<file path="src/rtl/dmem_mmio.sv">
// dmem_mmio: data-memory stage for a single-cycle MIPS core.
//
// Provides a word RAM (combinational read, synchronous write) plus a small
// memory-mapped I/O window at MMIO_BASE:
//   +0x0 TXDATA  write pushes write_data_i32[7:0] into the TX FIFO, reads 0
//   +0x4 STATUS  read {16'b0, count[7:0], 5'b0, overflow, empty, full};
//                write with bit2 = 1 clears the sticky overflow flag
//   +0x8 CYCLE   free-running cycle counter; a write loads it
//   +0xC / unmapped: reads 0, writes ignored
// Address bits [1:0] are ignored; every access is a full word.
//
// Ports:
//   clk_i          rising-edge clock
//   reset_i        asynchronous active-high reset (FIFO, overflow, counter)
//   addr_i32       byte address (core ALU output)
//   write_data_i32 store data
//   enable_wmem_i  store strobe, takes effect at the next rising edge
//   read_data_o32  load data, combinational from addr_i32 and current state
//   tx_data_o8     byte at the FIFO head
//   tx_valid_o     FIFO non-empty
//   tx_ready_i     consumer ready
//
// TX handshake: a byte transfers on a rising edge where tx_valid_o and
// tx_ready_i are both 1. While tx_valid_o is 1 and tx_ready_i is 0 the head
// byte and tx_valid_o hold. tx_valid_o never depends on tx_ready_i, and
// tx_data_o8 is meaningless while tx_valid_o is 0.

module dmem_mmio #(
  parameter int          RAM_DEPTH  = 64,
  parameter int          FIFO_DEPTH = 4,
  parameter logic [31:0] MMIO_BASE  = 32'hFFFF_0000
) (
  input  logic        clk_i,
  input  logic        reset_i,
  input  logic [31:0] addr_i32,
  input  logic [31:0] write_data_i32,
  input  logic        enable_wmem_i,
  output logic [31:0] read_data_o32,
  output logic [7:0]  tx_data_o8,
  output logic        tx_valid_o,
  input  logic        tx_ready_i
);

  localparam int          AW        = $clog2(RAM_DEPTH);
  localparam int          PW        = $clog2(FIFO_DEPTH);
  localparam int          CW        = PW + 1;
  localparam logic [31:0] RAM_BYTES = 32'(4 * RAM_DEPTH);

  // Byte offset within a word plays no part in a word-only memory map.
  logic unused_addr;
  assign unused_addr = ^addr_i32[1:0];

  // ---------------------------------------------------------------- decode
  logic ram_hit, mmio_hit, txdata_hit, status_hit, cycle_hit;

  assign ram_hit    = addr_i32 < RAM_BYTES;
  assign mmio_hit   = addr_i32[31:4] == MMIO_BASE[31:4];
  assign txdata_hit = mmio_hit && (addr_i32[3:2] == 2'd0);
  assign status_hit = mmio_hit && (addr_i32[3:2] == 2'd1);
  assign cycle_hit  = mmio_hit && (addr_i32[3:2] == 2'd2);

  // ------------------------------------------------------------------- RAM
  logic [31:0]   ram [RAM_DEPTH];
  logic [AW-1:0] ram_idx;

  assign ram_idx = addr_i32[AW+1:2];

  // Contents are deliberately not reset.
  always_ff @(posedge clk_i) begin
    if (enable_wmem_i && ram_hit) begin
      ram[ram_idx] <= write_data_i32;
    end
  end

  // --------------------------------------------------------------- TX FIFO
  logic [7:0]    fifo_mem [FIFO_DEPTH];
  logic [PW-1:0] rd_ptr, wr_ptr;
  logic [CW-1:0] count;
  logic          overflow;
  logic          full, empty;
  logic          push_req, push, pop, ovf_set, ovf_clr;

  assign full     = count == CW'(FIFO_DEPTH);
  assign empty    = count == '0;
  assign pop      = tx_valid_o && tx_ready_i;
  assign push_req = enable_wmem_i && txdata_hit;
  // A full FIFO still accepts a push when the head leaves in the same cycle.
  assign push     = push_req && (!full || pop);
  assign ovf_set  = push_req && full && !pop;
  assign ovf_clr  = enable_wmem_i && status_hit && write_data_i32[2];

  assign tx_valid_o = !empty;
  assign tx_data_o8 = fifo_mem[rd_ptr];

  always_ff @(posedge clk_i) begin
    if (push) begin
      fifo_mem[wr_ptr] <= write_data_i32[7:0];
    end
  end

  // Pointers wrap naturally because FIFO_DEPTH is a power of two.
  always_ff @(posedge clk_i or posedge reset_i) begin
    if (reset_i) begin
      rd_ptr   <= '0;
      wr_ptr   <= '0;
      count    <= '0;
      overflow <= 1'b0;
    end else begin
      if (push) wr_ptr <= wr_ptr + PW'(1);
      if (pop)  rd_ptr <= rd_ptr + PW'(1);
      case ({push, pop})
        2'b10:   count <= count + CW'(1);
        2'b01:   count <= count - CW'(1);
        default: count <= count;
      endcase
      // Setting wins over clearing.
      if (ovf_set)      overflow <= 1'b1;
      else if (ovf_clr) overflow <= 1'b0;
    end
  end

  // --------------------------------------------------------- cycle counter
  logic [31:0] cycle;

  always_ff @(posedge clk_i or posedge reset_i) begin
    if (reset_i) begin
      cycle <= '0;
    end else if (enable_wmem_i && cycle_hit) begin
      cycle <= write_data_i32;
    end else begin
      cycle <= cycle + 32'd1;
    end
  end

  // ------------------------------------------------------------ read mux
  always_comb begin
    read_data_o32 = '0;
    if (ram_hit) begin
      read_data_o32 = ram[ram_idx];
    end else if (status_hit) begin
      read_data_o32 = {16'b0, 8'(count), 5'b0, overflow, empty, full};
    end else if (cycle_hit) begin
      read_data_o32 = cycle;
    end
  end

endmodule

</file>
<file path="config.mk">
export PLATFORM = sky130hd
export DESIGN_NAME = dmem_mmio
export DESIGN_NICKNAME = d
export VERILOG_FILES = /design/src/rtl/dmem_mmio.sv
export SDC_FILE = /design/constraint.sdc
export NUM_CORES = 2
export LEC_CHECK = 0
export CORE_UTILIZATION = 40
export DETAILED_ROUTE_END_ITERATION = 12
export GPL_ROUTABILITY_DRIVEN = 0
export HOLD_SLACK_MARGIN = 0.06
export MAX_ROUTING_LAYER = met4
export SYNTH_ARGS = -nofsm -noshare
export SYNTH_HDL_FRONTEND = slang
export SYNTH_SLANG_ARGS = --single-unit
</file>
<file path="constraint.sdc">
create_clock -name clk_i -period 3.8 [get_ports clk_i]
set_input_delay 0.76 -clock clk_i [delete_from_list [all_inputs] [get_ports clk_i]]
set_output_delay 0.76 -clock clk_i [all_outputs]
set_load 0.1 [all_outputs]
</file>
==> results.cfg <==
[worst_setup_path]
r2r_setup_slack_ps = 1300
arrival_ps = 3420
r2r-end = cycle[28]
r2r_cells = 6
crit_family = multiplexers
crit_slowest_cell = mux4_2
path_buf_inv = 4
timing.rr.start = cycle[0]
crit_type = flop to primary output
worst_setup_path_start_kind = flop
path_cells = mux4_2 > mux2_4 > a2bb2oi_2 > buf_6 > o211ai_1 > buf_4 > a32oi_1 > buf_4 > o21ai_4 > buf_12
critical_path.max_fanout = 2
cp_common_cell = buf_4
cp-end-kind = primary output
required_ps = 3040
max_stage_delay_ps = 500

[detailed_routing]
firstDrtPassIters = 5
route.detailed.drc = 0
vias_per_cell = 6.06
routedWlPerCell_um = 34.7
drtIter0Drc = 6805
antenna_left = 0
wl_mm = 265
via_count = 46200

[global_route]
antenna_found_initial = 19
grt_max_degree = 70
groute.usage.overall = 0.262
grt_pass1_vias = 44400
overflow = 0
grt_pass1_wl_mm = 360

[sta]
report.final.slew_viol_count = 0
worstMarginPinSlew_ps = 1420
setup_viol = 30
final.setup_skew_ps = 27.0
hold_viol = 0
fmax_mhz = 239
finalWorstSetupSlack_ps = -378
rsz0062_at_grt = yes
max-slew-margin-rel = 0.0559
period_share = 1.10
period_needed_ps = 4180

[clock_network]
h-tree-depth = 4
path_clk_slew_ps = 60
clock_path_buffers = 3
hold_buffers = 0
ctsRootBufferMaster = clkbuf_16
numCtsBuffers = 211
cts_tree = done
clock_sinks = 2120
clock_latency_ps = 880

[hold_path]
hp-class = primary input to flop
holdCritStartpoint = write_data_i32[16]
min_path_cells = 1
worstHoldEndpoint = ram[58][16]

[yosys]
ys_ff_latch = 2120
synth_common_cells = edfxtp_1, mux4_2, mux2i_1
yosysMostFrequentCell = edfxtp_1
avgSynthCellArea_um2 = 21.2
syn_nets = 3946
synth_top_area_frac = 0.761
yosysUniqueCellTypes = 69
synth_area_leaders = edfxtp_1, mux4_2, mux2i_1
synth_warnings = 0
synth_top_area_cell = edfxtp_1
synth_edf_count = 2080
ys_seq_area_frac = 0.773
synthArstFlopShare = 0.0189
syn_inst = 3872
syn_area_um2 = 82100
synth_ff_type = edfxtp_1

[floorplanning]
die_h_um = 455
dieArea_um2 = 207000
chipWidth_um = 455
initial_core_util = 0.404
placementRows = 165
coreArea_um2 = 203000
boundaryPins = 109

[final_layout]
syn_to_final_growth_pct = 26.1
drive_above_1_share = 0.388
utilization = 0.510
fin_cells = 7620
finalNetCount = 4835
postLayoutCellArea_um2 = 104000

[power_and_ir_drop]
p_leak_nw = 34.0
power_density_nw_per_um2 = 476
peakVddDrop_mv = 0.457

[outcome]
status = finished, violations left
violations = negative setup slack

[flow_run]
max_cap_violations = 0

[place]
place_area_um2 = 92900
place_inst = 7067
portBuffers = 106
place_hpwl_mm = 166
[report_power, final]
group	switching [mW]	internal, mW	leakage, nW
Combinational	1.65	1.29	11.5
Sequential	0.00306	25.7	19.2
Clock	9.07	11.6	3.32
[logic make-up after synthesis]
logic type                 synth area share
AOI/OAI and AO/OA                    0.0309
xor gates and xnor gates            0.00373
adders and majority gates           0.00101
buffers and inverters                0.0150
DFF                                   0.773
muxes                                 0.149
and+or+nand+nor                      0.0275
[cells in the final DEF (no fill, tap or decap), types with 43 or more instances in the layout]
master and n:
edfxtp_1 2080, buf_4 486, mux4_2 459, buf_12 221
clkbuf_16 219, mux2i_1 158, nand2_1 103, nor2_1 81
a22oi_1 79, nor2_4 74, a21oi_1 57, nand3_1 45
buf_6 44, clkbuf_1 43, clkinv_2 43
[state kept, by name, indices dropped and copies added (netlist names)]
| signal | cells |
|---|---|
| ram | 2048 |
| wr_ptr | 2 |
| cycle | 32 |
| count | 3 |
| fifo_mem | 32 |
| rd_ptr | 2 |
| overflow | 1 |
[metrics by stage]
| stage | hold WS [ps] | setup WS, ps | setup TNS [ps] | power, mW |
|---|---|---|---|---|
| CTS | 227 | -377 | -2570 | 49.4 |
| global route | 260 | -376 | -4130 | 50.5 |
| global placement | 495 | -531 | -127960 | 28.6 |
| finish | 278 | -378 | -3030 | 49.3 |
| detailed placement | 512 | -566 | -130770 | 28.6 |
| floorplan | 479 | -491 | -858 | 27.3 |
[area by class of cell]
cell class | instances | area [um^2]
Inverter | 10 | 40.0
Timing Repair Buffer | 881 | 10700
Clock buffer | 258 | 5510
Multi-Input combinational cell | 1537 | 19200
Tap cell | 2672 | 3340
Fill cell | 16000 | 99600
Antenna cell | 13 | 32.5
Clock inverter | 129 | 1290
Sequential cell | 2120 | 63500
[timing repair]
action | CTS | global route
endpoints found under the setup margin | 32 | 32
buffers inserted | 91 | 47
pin swaps | 82 | 82
gates cloned | 26 | 7
resized for setup | 293 | 167
[layer usage]
layer	part of all wire	wire length (um)	up-vias	track usage
li1	-	-	18200	-
met1	0.39	104000	24800	0.351
met2	0.47	125000	2737	0.400
met3	0.099	26300	461	0.0523
met4	0.038	10000	0	0.0891
met5	0	0	-	-
[worst max path at each step]
stage	cells past startpoint	slack (ps)	end	from
6_report	10	-380	read_data_o32[9]	ram[47][9]
5_1_grt	10	-380	read_data_o32[9]	ram[32][9]
4_1_cts	10	-380	read_data_o32[9]	ram[47][9]
3_5_place_dp	9	-570	read_data_o32[19]	addr_i32[2]
3_3_place_gp	12	-530	read_data_o32[0]	addr_i32[2]
2_1_floorplan	10	-490	read_data_o32[30]	addr_i32[3]
Note: power is estimated with default switching activity, not from simulation.
